$ cat config.mk
export PLATFORM = sky130hd
export DESIGN_NAME = debug_unit_v2
export DESIGN_NICKNAME = d
export VERILOG_FILES = /design/src/rtl/debug_unit_v2.sv
export SDC_FILE = /design/constraint.sdc
export NUM_CORES = 1
export LEC_CHECK = 0
export BUFFER_PORTS_ARGS = -buffer_cell sky130_fd_sc_hd__buf_2
export CAP_MARGIN = 15
export CORE_MARGIN = 4
export CORE_UTILIZATION = 56
export DETAILED_ROUTE_END_ITERATION = 6
export GPL_TIMING_DRIVEN = 0
export PLACE_DENSITY = 0.84
export SYNTH_ARGS = -nofsm -noshare
export SYNTH_HDL_FRONTEND = slang
export SYNTH_SLANG_ARGS = --single-unit
export TNS_END_PERCENT = 50
$ cat constraint.sdc
create_clock -name i_clk -period 7.1 [get_ports i_clk]
set_clock_uncertainty 0.1 [all_clocks]
set_input_delay 0.355 -clock i_clk [delete_from_list [all_inputs] [get_ports i_clk]]
set_output_delay 0.355 -clock i_clk [all_outputs]
set_load 0.01 [all_outputs]
$ cat src/rtl/debug_unit_v2.sv
// UART debug controller for the MIPS core: program load, run/step with a PC
// breakpoint, manual break, core reset and an XOR-checksummed state dump.
module debug_unit_v2 #(
   parameter int unsigned WORD_BYTES = 4,
   parameter int unsigned NREGS      = 32,
   parameter int unsigned NMEM       = 16,
   parameter int unsigned IMEM_DEPTH = 256,
   localparam int unsigned NBITS     = 8 * WORD_BYTES,
   localparam int unsigned REG_AW    = $clog2(NREGS),
   localparam int unsigned MEM_AW    = $clog2(NMEM),
   localparam int unsigned IMEM_AW   = $clog2(IMEM_DEPTH)
) (
   input  logic               i_clk,
   input  logic               i_reset,
   input  logic [7:0]         i_rx_data,
   input  logic               i_rx_valid,
   input  logic               i_tx_busy,
   output logic [7:0]         o_tx_data,
   output logic               o_tx_start,
   input  logic               i_halt,
   input  logic [NBITS-1:0]   i_pc,
   input  logic [NBITS-1:0]   i_cycle_count,
   input  logic [NBITS-1:0]   i_reg_data,
   input  logic [NBITS-1:0]   i_mem_data,
   output logic [REG_AW-1:0]  o_reg_addr,
   output logic [MEM_AW-1:0]  o_mem_addr,
   output logic [IMEM_AW-1:0] o_imem_addr,
   output logic [NBITS-1:0]   o_imem_data,
   output logic               o_imem_we,
   output logic               o_cpu_en,
   output logic               o_cpu_reset,
   output logic               o_error,
   output logic [3:0]         o_state
);

   localparam int unsigned NWORDS = 2 + NREGS + NMEM;
   localparam int unsigned WIDX_W = $clog2(NWORDS);
   localparam int unsigned CNT_W  = $clog2(WORD_BYTES + 1);

   localparam logic [7:0] CMD_LOAD  = 8'h6C;
   localparam logic [7:0] CMD_RUN   = 8'h63;
   localparam logic [7:0] CMD_STEP  = 8'h73;
   localparam logic [7:0] CMD_BRK   = 8'h62;
   localparam logic [7:0] CMD_DUMP  = 8'h64;
   localparam logic [7:0] CMD_RST   = 8'h72;
   localparam logic [7:0] CMD_KILL  = 8'h6B;
   localparam logic [7:0] CMD_BREAK = 8'h78;
   localparam logic [7:0] CMD_NEXT  = 8'h6E;
   localparam logic [7:0] CMD_QUIT  = 8'h71;

   typedef enum logic [3:0] {
      S_IDLE   = 4'd0,
      S_LOAD   = 4'd1,
      S_BRK    = 4'd2,
      S_RUN    = 4'd3,
      S_STEP   = 4'd4,
      S_D_ADDR = 4'd5,
      S_D_LOAD = 4'd6,
      S_D_SEND = 4'd7,
      S_D_WAIT = 4'd8,
      S_D_CSUM = 4'd9
   } state_t;

   state_t             state_q, state_d;
   state_t             ret_q, ret_d;
   logic [CNT_W-1:0]   cnt_q, cnt_d;
   logic [NBITS-1:0]   word_q, word_d;
   logic [IMEM_AW-1:0] addr_q, addr_d;
   logic [NBITS-1:0]   bp_q, bp_d;
   logic               bp_en_q, bp_en_d;
   logic               first_q, first_d;
   logic [WIDX_W-1:0]  widx_q, widx_d;
   logic [NBITS-1:0]   shift_q, shift_d;
   logic [7:0]         csum_q, csum_d;
   logic [7:0]         tx_q, tx_d;
   logic               start_q, start_d;
   logic               hold_q, hold_d;
   logic               csum_sent_q, csum_sent_d;
   logic               we_q, we_d;
   logic               err_q, err_d;
   logic               crst_q, crst_d;
   logic               cpu_en;

   logic [IMEM_AW:0]   addr_nx;
   logic [NBITS-1:0]   word_sel;
   logic [7:0]         tx_byte;
   logic               stop;
   logic               in_regs;
   logic               in_mem;

   assign addr_nx = {1'b0, addr_q} + (IMEM_AW+1)'(WORD_BYTES);
   assign tx_byte = shift_q[NBITS-1 -: 8];
   assign in_regs = (widx_q >= WIDX_W'(2)) && (widx_q < WIDX_W'(2 + NREGS));
   assign in_mem  = (widx_q >= WIDX_W'(2 + NREGS));
   // The breakpoint is masked on the first RUN cycle so a resume from it can leave.
   assign stop = i_halt
              || (bp_en_q && (i_pc == bp_q) && !first_q)
              || (i_rx_valid && (i_rx_data == CMD_BREAK));

   always_comb begin
      if (widx_q == '0) begin
         word_sel = i_pc;
      end else if (widx_q == WIDX_W'(1)) begin
         word_sel = i_cycle_count;
      end else if (in_regs) begin
         word_sel = i_reg_data;
      end else begin
         word_sel = i_mem_data;
      end
   end

   always_comb begin
      state_d     = state_q;
      ret_d       = ret_q;
      cnt_d       = cnt_q;
      word_d      = word_q;
      addr_d      = addr_q;
      bp_d        = bp_q;
      bp_en_d     = bp_en_q;
      first_d     = first_q;
      widx_d      = widx_q;
      shift_d     = shift_q;
      csum_d      = csum_q;
      tx_d        = tx_q;
      start_d     = 1'b0;
      hold_d      = hold_q;
      csum_sent_d = csum_sent_q;
      we_d        = 1'b0;
      err_d       = 1'b0;
      crst_d      = 1'b0;
      cpu_en      = 1'b0;

      unique case (state_q)
         S_IDLE: begin
            if (i_rx_valid) begin
               unique case (i_rx_data)
                  CMD_LOAD: begin
                     state_d = S_LOAD;
                     cnt_d   = '0;
                  end
                  CMD_RUN: begin
                     state_d = S_RUN;
                     first_d = 1'b1;
                  end
                  CMD_STEP: state_d = S_STEP;
                  CMD_BRK: begin
                     state_d = S_BRK;
                     cnt_d   = '0;
                  end
                  CMD_DUMP: begin
                     state_d = S_D_ADDR;
                     ret_d   = S_IDLE;
                     widx_d  = '0;
                     csum_d  = '0;
                  end
                  CMD_RST:  crst_d  = 1'b1;
                  CMD_KILL: bp_en_d = 1'b0;
                  default:  err_d   = 1'b1;
               endcase
            end
         end

         S_LOAD: begin
            // we_q marks the write cycle; rx bytes landing in it are dropped.
            if (we_q) begin
               if (word_q == '1) begin
                  addr_d  = '0;
                  state_d = S_IDLE;
               end else if (addr_nx > (IMEM_AW+1)'(IMEM_DEPTH - WORD_BYTES)) begin
                  addr_d = '0;
                  err_d  = 1'b1;
               end else begin
                  addr_d = addr_nx[IMEM_AW-1:0];
               end
            end else if (i_rx_valid) begin
               word_d = (word_q << 8) | NBITS'(i_rx_data);
               if (cnt_q == CNT_W'(WORD_BYTES - 1)) begin
                  cnt_d = '0;
                  we_d  = 1'b1;
               end else begin
                  cnt_d = cnt_q + CNT_W'(1);
               end
            end
         end

         S_BRK: begin
            if (i_rx_valid) begin
               bp_d = (bp_q << 8) | NBITS'(i_rx_data);
               if (cnt_q == CNT_W'(WORD_BYTES - 1)) begin
                  cnt_d   = '0;
                  bp_en_d = 1'b1;
                  state_d = S_IDLE;
               end else begin
                  cnt_d = cnt_q + CNT_W'(1);
               end
            end
         end

         S_RUN: begin
            first_d = 1'b0;
            if (stop) begin
               state_d = S_D_ADDR;
               ret_d   = S_IDLE;
               widx_d  = '0;
               csum_d  = '0;
            end else begin
               cpu_en = 1'b1;
            end
         end

         S_STEP: begin
            if (i_rx_valid) begin
               if (i_rx_data == CMD_NEXT) begin
                  state_d = S_D_ADDR;
                  widx_d  = '0;
                  csum_d  = '0;
                  if (i_halt) begin
                     ret_d = S_IDLE;
                  end else begin
                     ret_d  = S_STEP;
                     cpu_en = 1'b1;
                  end
               end else if (i_rx_data == CMD_QUIT) begin
                  state_d = S_IDLE;
               end
            end
         end

         S_D_ADDR: state_d = S_D_LOAD;

         S_D_LOAD: begin
            shift_d = word_sel;
            cnt_d   = '0;
            state_d = S_D_SEND;
         end

         S_D_SEND: begin
            if (!i_tx_busy) begin
               tx_d    = tx_byte;
               shift_d = shift_q << 8;
               csum_d  = csum_q ^ tx_byte;
               cnt_d   = cnt_q + CNT_W'(1);
               start_d = 1'b1;
               hold_d  = 1'b1;
               state_d = S_D_WAIT;
            end
         end

         // First cycle here is the start pulse, second is the busy-ignore cycle.
         S_D_WAIT: begin
            if (hold_q) begin
               hold_d = 1'b0;
            end else if (csum_sent_q) begin
               csum_sent_d = 1'b0;
               widx_d      = '0;
               state_d     = ret_q;
            end else if (cnt_q == CNT_W'(WORD_BYTES)) begin
               if (widx_q == WIDX_W'(NWORDS - 1)) begin
                  state_d = S_D_CSUM;
               end else begin
                  widx_d  = widx_q + WIDX_W'(1);
                  state_d = S_D_ADDR;
               end
            end else begin
               state_d = S_D_SEND;
            end
         end

         S_D_CSUM: begin
            if (!i_tx_busy) begin
               tx_d        = csum_q;
               start_d     = 1'b1;
               hold_d      = 1'b1;
               csum_sent_d = 1'b1;
               state_d     = S_D_WAIT;
            end
         end

         default: state_d = S_IDLE;
      endcase
   end

   always_ff @(posedge i_clk) begin
      if (i_reset) begin
         state_q     <= S_IDLE;
         ret_q       <= S_IDLE;
         cnt_q       <= '0;
         word_q      <= '0;
         addr_q      <= '0;
         bp_q        <= '0;
         bp_en_q     <= 1'b0;
         first_q     <= 1'b0;
         widx_q      <= '0;
         shift_q     <= '0;
         csum_q      <= '0;
         tx_q        <= '0;
         start_q     <= 1'b0;
         hold_q      <= 1'b0;
         csum_sent_q <= 1'b0;
         we_q        <= 1'b0;
         err_q       <= 1'b0;
         crst_q      <= 1'b0;
      end else begin
         state_q     <= state_d;
         ret_q       <= ret_d;
         cnt_q       <= cnt_d;
         word_q      <= word_d;
         addr_q      <= addr_d;
         bp_q        <= bp_d;
         bp_en_q     <= bp_en_d;
         first_q     <= first_d;
         widx_q      <= widx_d;
         shift_q     <= shift_d;
         csum_q      <= csum_d;
         tx_q        <= tx_d;
         start_q     <= start_d;
         hold_q      <= hold_d;
         csum_sent_q <= csum_sent_d;
         we_q        <= we_d;
         err_q       <= err_d;
         crst_q      <= crst_d;
      end
   end

   assign o_tx_data   = tx_q;
   assign o_tx_start  = start_q & ~i_reset;
   assign o_imem_addr = addr_q;
   assign o_imem_data = word_q;
   assign o_imem_we   = we_q & ~i_reset;
   assign o_cpu_en    = cpu_en & ~i_reset;
   assign o_cpu_reset = crst_q & ~i_reset;
   assign o_error     = err_q & ~i_reset;
   assign o_state     = state_q;
   assign o_reg_addr  = in_regs ? REG_AW'(widx_q - WIDX_W'(2)) : '0;
   assign o_mem_addr  = in_mem ? MEM_AW'(widx_q - WIDX_W'(2 + NREGS)) : '0;

endmodule

# After elaboration in Yosys (flattened, before gate mapping)
# Cells that the tools add are included.
# classes
add_sub_neg	5
n_bitwise	14
n_eq_ne	46
mux	85
n_reduce_logical	39
n_lt_le_gt_ge	4
# ops
op	count
32-bit 2-to-1 mux	4
8-bit by 7-bit equality test with 1-bit output, second input constant	10
4-bit 2-to-1 mux	20
8-bit 2-to-1 mux	10
32-bit by 8-bit OR with 32-bit output	2
32-bit one-hot mux with 2 select lines	1
6-bit 2-to-1 mux	9
4-bit one-hot mux with 9 select lines	1
32-bit equality test	1
32-bit equality test, second input constant	1
8-bit one-hot mux with 4 select lines	1
2-bit != test, second input constant	14
6-bit one-hot mux with 4 select lines	1
3-bit 2-to-1 mux	7
1-bit 2-to-1 mux	20
4-bit one-hot mux with 5 select lines	1
4-bit by 3-bit equality test with 1-bit output, second input constant	4
8-bit one-hot mux with 2 select lines	1
3-bit one-hot mux with 5 select lines	1
1-bit one-hot mux with 2 select lines	6
4-bit one-hot mux with 3 select lines	1
3-bit AND reduction	4
2-bit nonzero test	6
11-bit AND reduction	1
40 further kinds	66
# totals
wordCells	211
reg_bits	145
out_inout_bits	66

# Depth between registers and ports, before layout
# Gate-level depths: netlist of the first run.
# logic_depth
ltp_word	8
mapped_depth	10
ltp_nobuf	8

# Least setup slack after synthesis of the first run
# Ideal clock, no wire load.
# synth_timing
path_type	flip-flop to output port
startpoint	register state_q[1], in the netlist o_state[1]
endpoint	output port o_cpu_en
stages_incl_launch_ff	7
arrival_ps	2068
n_path_buf	1
path_slack_ps	4577
cell_sequence	dfxtp_1 > nor2b_1 > clkbuf_1 > nand3b_1 > a31oi_1 > nand2_1 > a2111oi_0
# synth_via
elab_chain_len	3
# synth_rtl
element	line	source
from (decl)	64	state_t state_q, state_d;
from (signal assigned)	304	state_q <= state_d;
4-bit by 3-bit equality test with 1-bit output / 4-bit by 2-bit equality test with 1-bit output (equally long branches)	133	unique case (state_q)
1-bit one-hot mux with 2 select lines (*)	133	
1-bit bitwise AND (*)	330	assign o_cpu_en = cpu_en & ~i_reset;
to (decl)	30	output logic o_cpu_en,
# Every way passes the cells marked *; elsewhere a longest branch is shown, timed or not.

# Worst setup path after layout of the first run
# Same ends and word-level chain as after synthesis.

==> results by group, run 1 <==
GRT
  – Largest net degree at the start of global routing: 17
  – GR Overflow Total: 0
  – Total track usage: 0.336
  – Initial antenna violation count: 0
  – Vias in the first global route: 8111
  – Global-route wire length before repair: 42.5 mm

Cells and area
  – Non-Filler Instances: about 1400
  – Final nets: 1409
  – Filler cells: 1142
  – Proportion of layout cells with a drive suffix above 1: 0.203
  – Commonest non-fill, non-tap cells in the layout: 234 x nand2_1, 213 x buf_2, 140 x dfxtp_1
  – Most common cell after layout, fill and taps aside: nand2_1
  – Area Overhead vs Synth: 24.0%
  – Antenna diode count: 0

Synthesis
  – Ys async rst share: 0
  – EDFF count, synth: 0
  – Cells after Synth: ~1000
  – Syn_area_per_cell: 7.42 sq um
  – Synth Flop Type: dfxtp_1
  – Register bit total from synthesis: 140
  – Top cells by area, synth: dfxtp_1 37%, nand2_1 11%, a21oi_1 6.1%
  – Area share of the largest cell type after synthesis: 0.366
  – Syn Std Cell Area: 7660 sq um
  – Sequential share of the synthesized area: 0.366
  – Cell taking the most area after synthesis: dfxtp_1
  – Warnings, synthesis: 0
  – Yosys cell types: 62

Detailed routing
  – Post-route ant nets: 0
  – Router iterations before antenna repair: 7
  – Detailed Route Iter0 Violations: 837
  – DR DRC count: 3
  – Drt total wl: around 27 mm
  – Routed vias/inst: ~6.1
  – Routed vias: 8786
  – Avg WL per Cell: 18.8 um

Floorplan
  – Core Area: 13300 sq um
  – Initial Utilization: 0.576
  – IO Count: 207
  – Die height: 125 um
  – Die X-Extent: 125 um
  – DIE AREA: 15600 sq um
  – Site Rows: between 40 and 50

Placed design
  – IO Port Bufs: 203
  – Final GP Congestion: about 0.99
  – Placed cell count: between 1000 and 1500
  – Dpl ws: 4.16 ns
  – Post-detailed-placement half-perimeter wirelength: 20.3 mm

Power
  – Static leakage: 3.88 nW
  – Peak VDD IR: 0.000182 V
  – Pwr per Cell Area: 224 nW/um^2

Clock tree
  – CTS Buffer Depth: 2
  – Sinks on the clock net: 140
  – Htree depth: 4
  – CTS buffer count: 17
  – Clock latency on the worst-skew pair: roughly 0.43 ns
  – Post-cts resize count: 0
  – Setup Fix Bufs, Post-CTS: 0
  – Post-CTS Hold Buffers: 0
  – Clock root buffer: clkbuf_16
  – TritonCTS clock tree: yes
  – CTS clk-pin slew, worst paths: roughly 0.060 ns

Critical path
  – Critical path type: reg2out
  – CP bufs+invs: 2
  – CP Max Fanout: 10
  – Crit-path cells: nor2b_1 -> clkbuf_1 -> nand3b_1 -> a31oi_1 -> nand2_1 -> a2111oi_0 -> buf_2
  – CP delay by family, top: compound AO/OA/AOI/OAI gates
  – Worst r2r src: widx_q[1]$_SDFFE_PP0P_
  – Slowest CP cell: a2111oi_0
  – R2r setup slk: 4.29 ns
  – CP max stage delay: 0.64 ns
  – CP Capture Type: primary output
  – Crit start category: flip-flop
  – Arrival @ worst endpoint: 3.04 ns
  – Worst Path Required: around 6.6 ns
  – Worst setup path start: o_state[1]$_SDFFE_PP0P_
  – Reg2reg end: shift_q[3]$_SDFFE_PP0P_
  – R2R cell count: 8

Timing
  – Fmax: 286 MHz
  – Final setup vio count: 0
  – Unrepaired setup endpoints after global routing: false
  – Slew HR: 0.420
  – Worst-Margin Slew: 0.868 ns
  – Period utilization: 0.492
  – Setup_tns: 0 ns
  – Final WS setup: 3.61 ns
  – Final hold viol count: 0
  – Min Clock Period, post-route: 3.49 ns
  – Fin. max-slew vios: 0

Worst hold path
  – Hold path startpoint: i_rx_data[5]
  – HP Class: in2reg
  – WHS Path Cells: 3
  – Hold path endpoint: bp_q[5]$_SDFFE_PP0P_

Outcome
  – Failing checks: design-rule violations
  – Outcome: finished, violations left

Flow run
  – Number of max-cap violations: 0
-- logic make-up (layout without fill, tap and decap cells) --
family	Yosys count	after routing	share of synthesized area
buffers and inverters	95	330	0.0541
other	1	2	0.000490
xor gates and xnor gates	34	34	0.0389
DFF	140	140	0.366
AOI/OAI and AO/OA	307	307	0.247
muxes	18	18	0.0250
and+or+nand+nor	424	424	0.247
adders and majority gates	13	13	0.0212
-- layer usage --
metal,wire (um),global-route usage,vias up
li1,-,-,4107
met1,10700,0.439,4102
met2,12900,0.554,508
met3,2860,0.0716,69
met4,791,0.116,0
met5,0,0,-
-- power breakdown --
group	leakage, nW	switching (mW)	internal [mW]	total [mW]
combinational	2.46	0.256	0.133	0.388
sequential	1.13	0.0228	0.802	0.824
clock	0.286	0.359	0.555	0.914
total	3.88	0.638	1.49	2.13
-- flip-flops by register name, indices dropped and copies added, names as in the netlist --
name	flops
o_state	4
we_q	1
hold_q	1
csum_q	8
widx_q	6
bp_en_q	1
err_q	1
shift_q	32
o_imem_data	32
first_q	1
o_tx_data	8
bp_q	32
ret_q	1
cnt_q	3
csum_sent_q	1
crst_q	1
o_imem_addr	6
start_q	1
-- worst max-delay path by stage --
stage | endpoint | cells after the start
detailed placement | o_cpu_en | 7
global route | o_cpu_en | 7
finish | o_cpu_en | 7
floorplan | o_cpu_en | 6
CTS | o_cpu_en | 7
global placement | o_cpu_en | 7
-- cells in the mapped netlist (16+ instances only) --
master,instances
nor2_1,73
dfxtp_1,140
nand2_1,234
a31oi_1,39
nor3_1,16
o21ai_0,50
a211oi_1,42
xor2_1,28
o21ai_1,22
clkbuf_1,59
inv_1,16
a21oi_1,93
-- final cells by class --
cell class,count,area (sq um),share of cell area
plain buffers,79,354,0.0373
clock buffers,19,433,0.0456
clock inverters,13,165,0.0174
inverters,16,60.1,0.00632
multi-input cells,798,4450,0.468
flip-flops and latches,140,2800,0.295
well taps,176,220,0.0232
repair buffers,203,1020,0.107
-- worst reg2reg max path: stages (launching register included) --
cell and delay [ns]:
dfxtp_1 0.41, or4_4 0.62, mux2i_1 0.30, buf_2 0.35, buf_4 0.29, nand2_1 0.08
a31oi_1 0.30, a222oi_1 0.15, nor2_1 0.14
-- through the flow --
stage | power [mW] | utilization | instance area (sq um) | hold WS [ns]
2_1_floorplan | 1.07 | - | 7660 | 0.323
3_3_place_gp | 1.21 | 0.669 | 8900 | 0.330
3_5_place_dp | 1.21 | 0.669 | 8900 | 0.338
4_1_cts | 2.12 | 0.714 | 9500 | 0.0958
5_1_grt | 2.19 | 0.714 | 9500 | 0.103
6_report | 2.13 | 0.714 | 9500 | 0.106
No activity file was read; power rests on OpenSTA's default activity.
==> run 2: changes to the inputs <==
--- a/config.mk
+++ b/config.mk
@@ -8,10 +8,10 @@
 export BUFFER_PORTS_ARGS = -buffer_cell sky130_fd_sc_hd__buf_2
 export CAP_MARGIN = 15
 export CORE_MARGIN = 4
-export CORE_UTILIZATION = 56
+export CORE_UTILIZATION = 48
 export DETAILED_ROUTE_END_ITERATION = 6
 export GPL_TIMING_DRIVEN = 0
-export PLACE_DENSITY = 0.84
+export PLACE_DENSITY = 0.77
 export SYNTH_ARGS = -nofsm -noshare
 export SYNTH_HDL_FRONTEND = slang
 export SYNTH_SLANG_ARGS = --single-unit
==> constraint.sdc (replaced) <==
create_clock -name i_clk -period 2.89 [get_ports i_clk]
set_clock_uncertainty 0.1 [all_clocks]
set_input_delay 0.1445 -clock i_clk [delete_from_list [all_inputs] [get_ports i_clk]]
set_output_delay 0.1445 -clock i_clk [all_outputs]
set_load 0.01 [all_outputs]
==> run 2 against run 1 <==
Compared with the run above:
- the flow now finishes without violations
- via count up 0.25%
- global-route usage shrank 3.4 points
- core utilization shrank 6.9 points
- critical path type is now reg2reg
- largest power group unchanged
==> results by group, run 2 (same netlist as run 1, synthesis figures left out) <==
Clock tree
  – TritonCTS clock tree: yes
  – CTS clk-pin slew, worst paths: 0.06 ns
  – Htree depth: 4
  – CTS buffer count: 17
  – Sinks on the clock net: 140
  – CTS Buffer Depth: 2
  – Clock latency on the worst-skew pair: approximately 0.43 ns
  – Clock root buffer: clkbuf_16
  – Setup Fix Bufs, Post-CTS: 0

Critical path
  – Worst setup path start: widx_q[1]$_SDFFE_PP0P_
  – R2r setup slk: 0.06 ns
  – Arrival @ worst endpoint: approximately 3.1 ns
  – Crit start category: flip-flop
  – Worst Path Required: approximately 3.2 ns
  – Worst r2r src: widx_q[1]$_SDFFE_PP0P_
  – CP Capture Type: flip-flop
  – CP Max Fanout: 10
  – Critical path type: reg2reg

Power
  – Final Power: 5.34 mW
  – Pint: between 3 and 4 mW
  – Sequential share of power: 0.379
  – Combinational power share: 0.187
  – Pwr per Cell Area: 537 nW/um^2
  – Peak VDD IR: ~0.00047 V
  – Sw frac: 0.302
  – Static leakage: 4.05 nW
  – Clk pwr share: 0.434
  – NetSw: 1.61 mW

Cells and area
  – Antenna diode count: 0
  – Proportion of layout cells with a drive suffix above 1: 0.205
  – Final nets: roughly 1400
  – Post-route cell area: about 10000 sq um
  – Commonest non-fill, non-tap cells in the layout: 234 x nand2_1, 212 x buf_2, 140 x dfxtp_1
  – Register area: 2800 sq um
  – Area of the multi-input gates: 4490 sq um
  – Filler cells: 1409
  – Most common cell after layout, fill and taps aside: nand2_1
  – Area Overhead vs Synth: 30.0%

Outcome
  – Outcome: completed

Detailed routing
  – Drt total wl: roughly 28 mm
  – Routed vias: between 8000 and 9000
  – Router iterations before antenna repair: 6
  – Post-route ant nets: 0
  – Routed vias/inst: 5.82
  – Avg WL per Cell: 18.5 um
  – DR DRC count: 0
  – Detailed Route Iter0 Violations: 884

GRT
  – Vias in the first global route: 8221
  – Largest net degree at the start of global routing: 17
  – Total track usage: 0.302
  – GR Overflow Total: 0
  – Global-route wire length before repair: 43.5 mm
  – Initial antenna violation count: 0

Timing
  – Fmax: 353 MHz
  – Period utilization: 0.981
  – Final Hold Slack: 0.0710 ns
  – Unrepaired setup endpoints after global routing: false
  – Final hold viol count: 0
  – Worst-Margin Slew: 0.822 ns
  – Slew HR: 0.450
  – Final setup vio count: 0
  – Setup_tns: 0 ns
  – Final WS setup: 0.0552 ns
  – Min Clock Period, post-route: 2.83 ns
  – Fin. max-slew vios: 0

Floorplan
  – Die X-Extent: 134 um
  – Core Area: between 15000 and 20000 sq um
  – IO Count: ~210
  – Initial Utilization: 0.497
  – DIE AREA: ~18000 sq um
  – Die height: 134 um
  – Site Rows: 45

Placed design
  – Final GP Congestion: 0.996
  – Post-detailed-placement half-perimeter wirelength: 20.8 mm
  – Dpl cell area: a little under 9000 sq um
  – IO Port Bufs: between 200 and 250
  – Dpl ws: 0.154 ns

Worst hold path
  – HP Class: in2reg
  – Hold path startpoint: i_pc[25]

Flow run
  – Number of max-cap violations: 0
run 2: cell count changes in the layout (fill, tap and decap cells not counted), moves of 2 or more:
| cell | delta |
|---|---|
| clkbuf_1 | -3 |
| clkbuf_2 | +2 |
| clkinv_2 | -3 |
| clkinv_4 | +3 |
| clkinvlp_4 | -2 |
| dlygate4sd3_1 | +35 |
| inv_6 | +2 |
| nor4_1 | -3 |
| nor4_2 | +3 |
run 2: layer usage:
| metal | wire (um) | up-vias | GRT usage | part of all wire |
|---|---|---|---|---|
| met5 | 0 | - | 0 | 0 |
| met2 | 13100 | 450 | 0.496 | 0.47 |
| met3 | 2540 | 69 | 0.0589 | 0.091 |
| li1 | - | 4168 | - | - |
| met4 | 633 | 0 | 0.0911 | 0.023 |
| met1 | 11700 | 4121 | 0.404 | 0.42 |
run 2: area by class of cell:
class,instances,area share
Buffer,78,0.0353
Clock buffer,19,0.0445
Clock inverter,13,0.0180
Inverter,16,0.00603
Multi-Input combinational cell,798,0.451
Sequential cell,140,0.281
Tap cell,211,0.0265
Timing Repair Buffer,238,0.137
run 2: path summary, 6_finish.rpt:
path	endpoint	depth (start not counted)
min	shift_q[25]$_SDFFE_PP0P_	3
min reg2reg	shift_q[22]$_SDFFE_PP0P_	2
max reg2reg	shift_q[5]$_SDFFE_PP0P_	8
max	shift_q[5]$_SDFFE_PP0P_	8
run 2: timing repair:
item | in CTS | in global routing
gates resized for setup | 3 | 9
hold endpoints to repair | 39 | 0
cloned | 0 | 0
hold buffers | 35 | 0
setup endpoints to repair | 1 | 5
pin swaps | 0 | 2
run 2: power groups by stage:
stage | clock [mW] | combinational [mW] | sequential (mW)
after CTS | 2.32 | 0.968 | 2.02
after detailed placement | 0 | 0.924 | 2.07
after global routing | 2.41 | 1.09 | 2.03
after global placement | 0 | 0.920 | 2.06
after floorplan | 0 | 0.569 | 2.06
final | 2.32 | 0.998 | 2.03
run 2: per-stage QoR:
| step | util | std cells |
|---|---|---|
| 2_1_floorplan | - | 1033 |
| 3_3_place_gp | 0.580 | 1447 |
| 3_5_place_dp | 0.580 | 1447 |
| 4_1_cts | 0.644 | 1514 |
| 5_1_grt | 0.646 | 1513 |
| 6_report | 0.646 | 1513 |
run 2: worst max-delay path, cell delays in order, from the launching register on:
cell      delay [ns]
dfxtp_1         0.42
or4_4           0.62
mux2i_1         0.30
buf_2           0.35
buf_4           0.29
nand2_1         0.08
a31oi_1         0.32
a222oi_1        0.15
nor2_1          0.13
==> run 3: changes to the inputs <==
--- a/config.mk
+++ b/config.mk
@@ -7,11 +7,13 @@
 export LEC_CHECK = 0
 export BUFFER_PORTS_ARGS = -buffer_cell sky130_fd_sc_hd__buf_2
 export CAP_MARGIN = 15
+export CELL_PAD_IN_SITES_DETAIL_PLACEMENT = 0
+export CELL_PAD_IN_SITES_GLOBAL_PLACEMENT = 1
 export CORE_MARGIN = 4
-export CORE_UTILIZATION = 48
+export CORE_UTILIZATION = 41
 export DETAILED_ROUTE_END_ITERATION = 6
 export GPL_TIMING_DRIVEN = 0
-export PLACE_DENSITY = 0.77
+export PLACE_DENSITY = 0.86
 export SYNTH_ARGS = -nofsm -noshare
 export SYNTH_HDL_FRONTEND = slang
 export SYNTH_SLANG_ARGS = --single-unit
==> constraint.sdc (replaced) <==
create_clock -name i_clk -period 3.31 [get_ports i_clk]
set_clock_uncertainty 0.1 [all_clocks]
set_input_delay 0.1655 -clock i_clk [delete_from_list [all_inputs] [get_ports i_clk]]
set_output_delay 0.1655 -clock i_clk [all_outputs]
set_load 0.01 [all_outputs]
==> run 3 against run 2 <==
Compared with the run above:
- core utilization shrank 11 points
- register-to-register slack better by 0.41 ns
- final cell count up 0.53%
- sequential cell count is the same
- non-clock buffer count shrank 11
- combinational power is 15% lower
- cell area decreased by 1.9%
- largest cell class unchanged
- sequential power shrank 13%
- global-route usage down 4.3 points
- die area rose by 16%
==> results by group, run 3 (same netlist as run 1, synthesis figures left out) <==
Clock tree
  – CTS Buffer Depth: 2
  – CTS clk-pin slew, worst paths: approximately 0.070 ns
  – TritonCTS clock tree: yes
  – Sinks on the clock net: 140
  – Clock latency on the worst-skew pair: 0.43 ns
  – Clock root buffer: clkbuf_16
  – Htree depth: 4
  – CTS buffer count: 17

Power
  – Peak VDD IR: 0.000354 V
  – Final Power: 4.46 mW
  – Pwr per Cell Area: 457 nW/um^2
  – Static leakage: 3.97 nW

Timing
  – Fin. max-slew vios: 0
  – Worst-Margin Slew: 0.861 ns
  – Final hold viol count: 0
  – Slew HR: 0.426
  – Period utilization: 0.916
  – Min Clock Period, post-route: 3.03 ns
  – Fmax: 330 MHz
  – Final setup vio count: 0
  – Setup_tns: 0 ns
  – Unrepaired setup endpoints after global routing: false

Detailed routing
  – Detailed Route Iter0 Violations: 662
  – Router iterations before antenna repair: 6
  – Drt total wl: 27.9 mm
  – Post-route ant nets: 0
  – DR DRC count: 0
  – Avg WL per Cell: 18.3 um
  – Routed vias: 8578
  – Routed vias/inst: 5.64

Critical path
  – Crit start category: flip-flop
  – CP Capture Type: primary output
  – Critical path type: reg2out
  – CP Max Fanout: 10
  – Worst Path Required: 3.04 ns
  – Arrival @ worst endpoint: roughly 2.8 ns

Cells and area
  – Final nets: 1432
  – Most common cell after layout, fill and taps aside: nand2_1
  – Filler cells: 1855
  – Non-Filler Instances: 1521
  – Commonest non-fill, non-tap cells in the layout: 234 x nand2_1, 213 x buf_2, 140 x dfxtp_1
  – Area Overhead vs Synth: 27.6%
  – Proportion of layout cells with a drive suffix above 1: 0.202

Placed design
  – Post-detailed-placement half-perimeter wirelength: approximately 22 mm
  – IO Port Bufs: 203
  – Final GP Congestion: 0.925
  – Placed cell count: 1465

Floorplan
  – Site Rows: 49
  – Die height: about 140 um
  – IO Count: approximately 210
  – Die X-Extent: 145 um
  – Core Area: 18100 sq um
  – Initial Utilization: 0.422
  – DIE AREA: about 21000 sq um

Outcome
  – Outcome: completed

GRT
  – Total track usage: 0.260
  – Vias in the first global route: 7708
  – Global-route wire length before repair: 42.4 mm
  – Initial antenna violation count: 0
  – Largest net degree at the start of global routing: 17
  – GR Overflow Total: 0

Flow run
  – Number of max-cap violations: 0

Worst hold path
  – HP Class: in2reg
==> run 3: changes by cell type in the layout (fill, tap and decap cells not counted), sizes merged <==
cell / delta
bufinv: -3
diode: +1
clkinv: +2
clkbuf: -1
buf: +1
dlygate4sd3: -12
inv: +2
==> run 3: layout make-up <==
cell class | count | area, sq um | share of cell area
inverter | 16 | 60.1 | 0.00615
clock inverter | 14 | 129 | 0.0132
timing repair buffer | 226 | 1250 | 0.128
sequential | 140 | 2800 | 0.287
tap | 229 | 287 | 0.0293
antenna | 1 | 2.50 | 0.000256
clock buffer | 18 | 439 | 0.0449
multi-input combinational | 798 | 4450 | 0.456
buffer | 79 | 354 | 0.0362
==> run 3: power by group <==
part | internal [mW] | switching (mW)
clock | 1.01 | 0.836
sequential | 1.72 | 0.0483
combinational | 0.302 | 0.548
total | 3.03 | 1.43
==> run 3: through the flow <==
stage	hold slack [ns]	setup WS, ns	area (sq um)	util
after detailed placement	0.339	0.496	8970	0.494
after CTS	0.00238	0.0957	9760	0.538
after global routing	0.00764	0.0484	9770	0.538
final	0.0107	0.278	9770	0.539
after global placement	0.330	0.490	8970	0.494
after floorplan	0.145	0.976	7660	-
==> run 3: repair_timing <==
action,CTS,global route
endpoints found under the setup margin,0,1
resized for setup,0,1
hold buffers,23,0
hold endpoints to repair,27,0
setup buffers,0,0
==> run 3: worst paths after layout <==
path | slack, ns | start | end | cells after the start
worst max-delay path | 0.28 | o_state[1]$_SDFFE_PP0P_ | o_cpu_en | 7
worst min-delay path | 0.01 | i_pc[26] | shift_q[26]$_SDFFE_PP0P_ | 3
worst max register to register | 0.47 | widx_q[1]$_SDFFE_PP0P_ | shift_q[10]$_SDFFE_PP0P_ | 7
worst min register to register | 0.35 | shift_q[20]$_SDFFE_PP0P_ | shift_q[20]$_SDFFE_PP0P_ | 2
==> run 3: worst max-delay path, cell delays in order, from the launching register on <==
cell and delay, ns:
dfxtp_1 0.43, nor2b_1 0.19, clkbuf_1 0.35, nand3b_1 0.15, a31oi_2 0.40, nand2_1 0.10
a2111oi_0 0.50, buf_2 0.23
==> run 3: metal layers <==
layer / up-vias / routed length [um] / share of wire / global-route usage
met4: 0 / 439 / 0.016 / 0.0584
met2: 315 / 13100 / 0.47 / 0.417
li1: 4148 / - / - / -
met3: 33 / 2000 / 0.072 / 0.0562
met1: 4082 / 12400 / 0.44 / 0.360
met5: - / 0 / 0 / 0
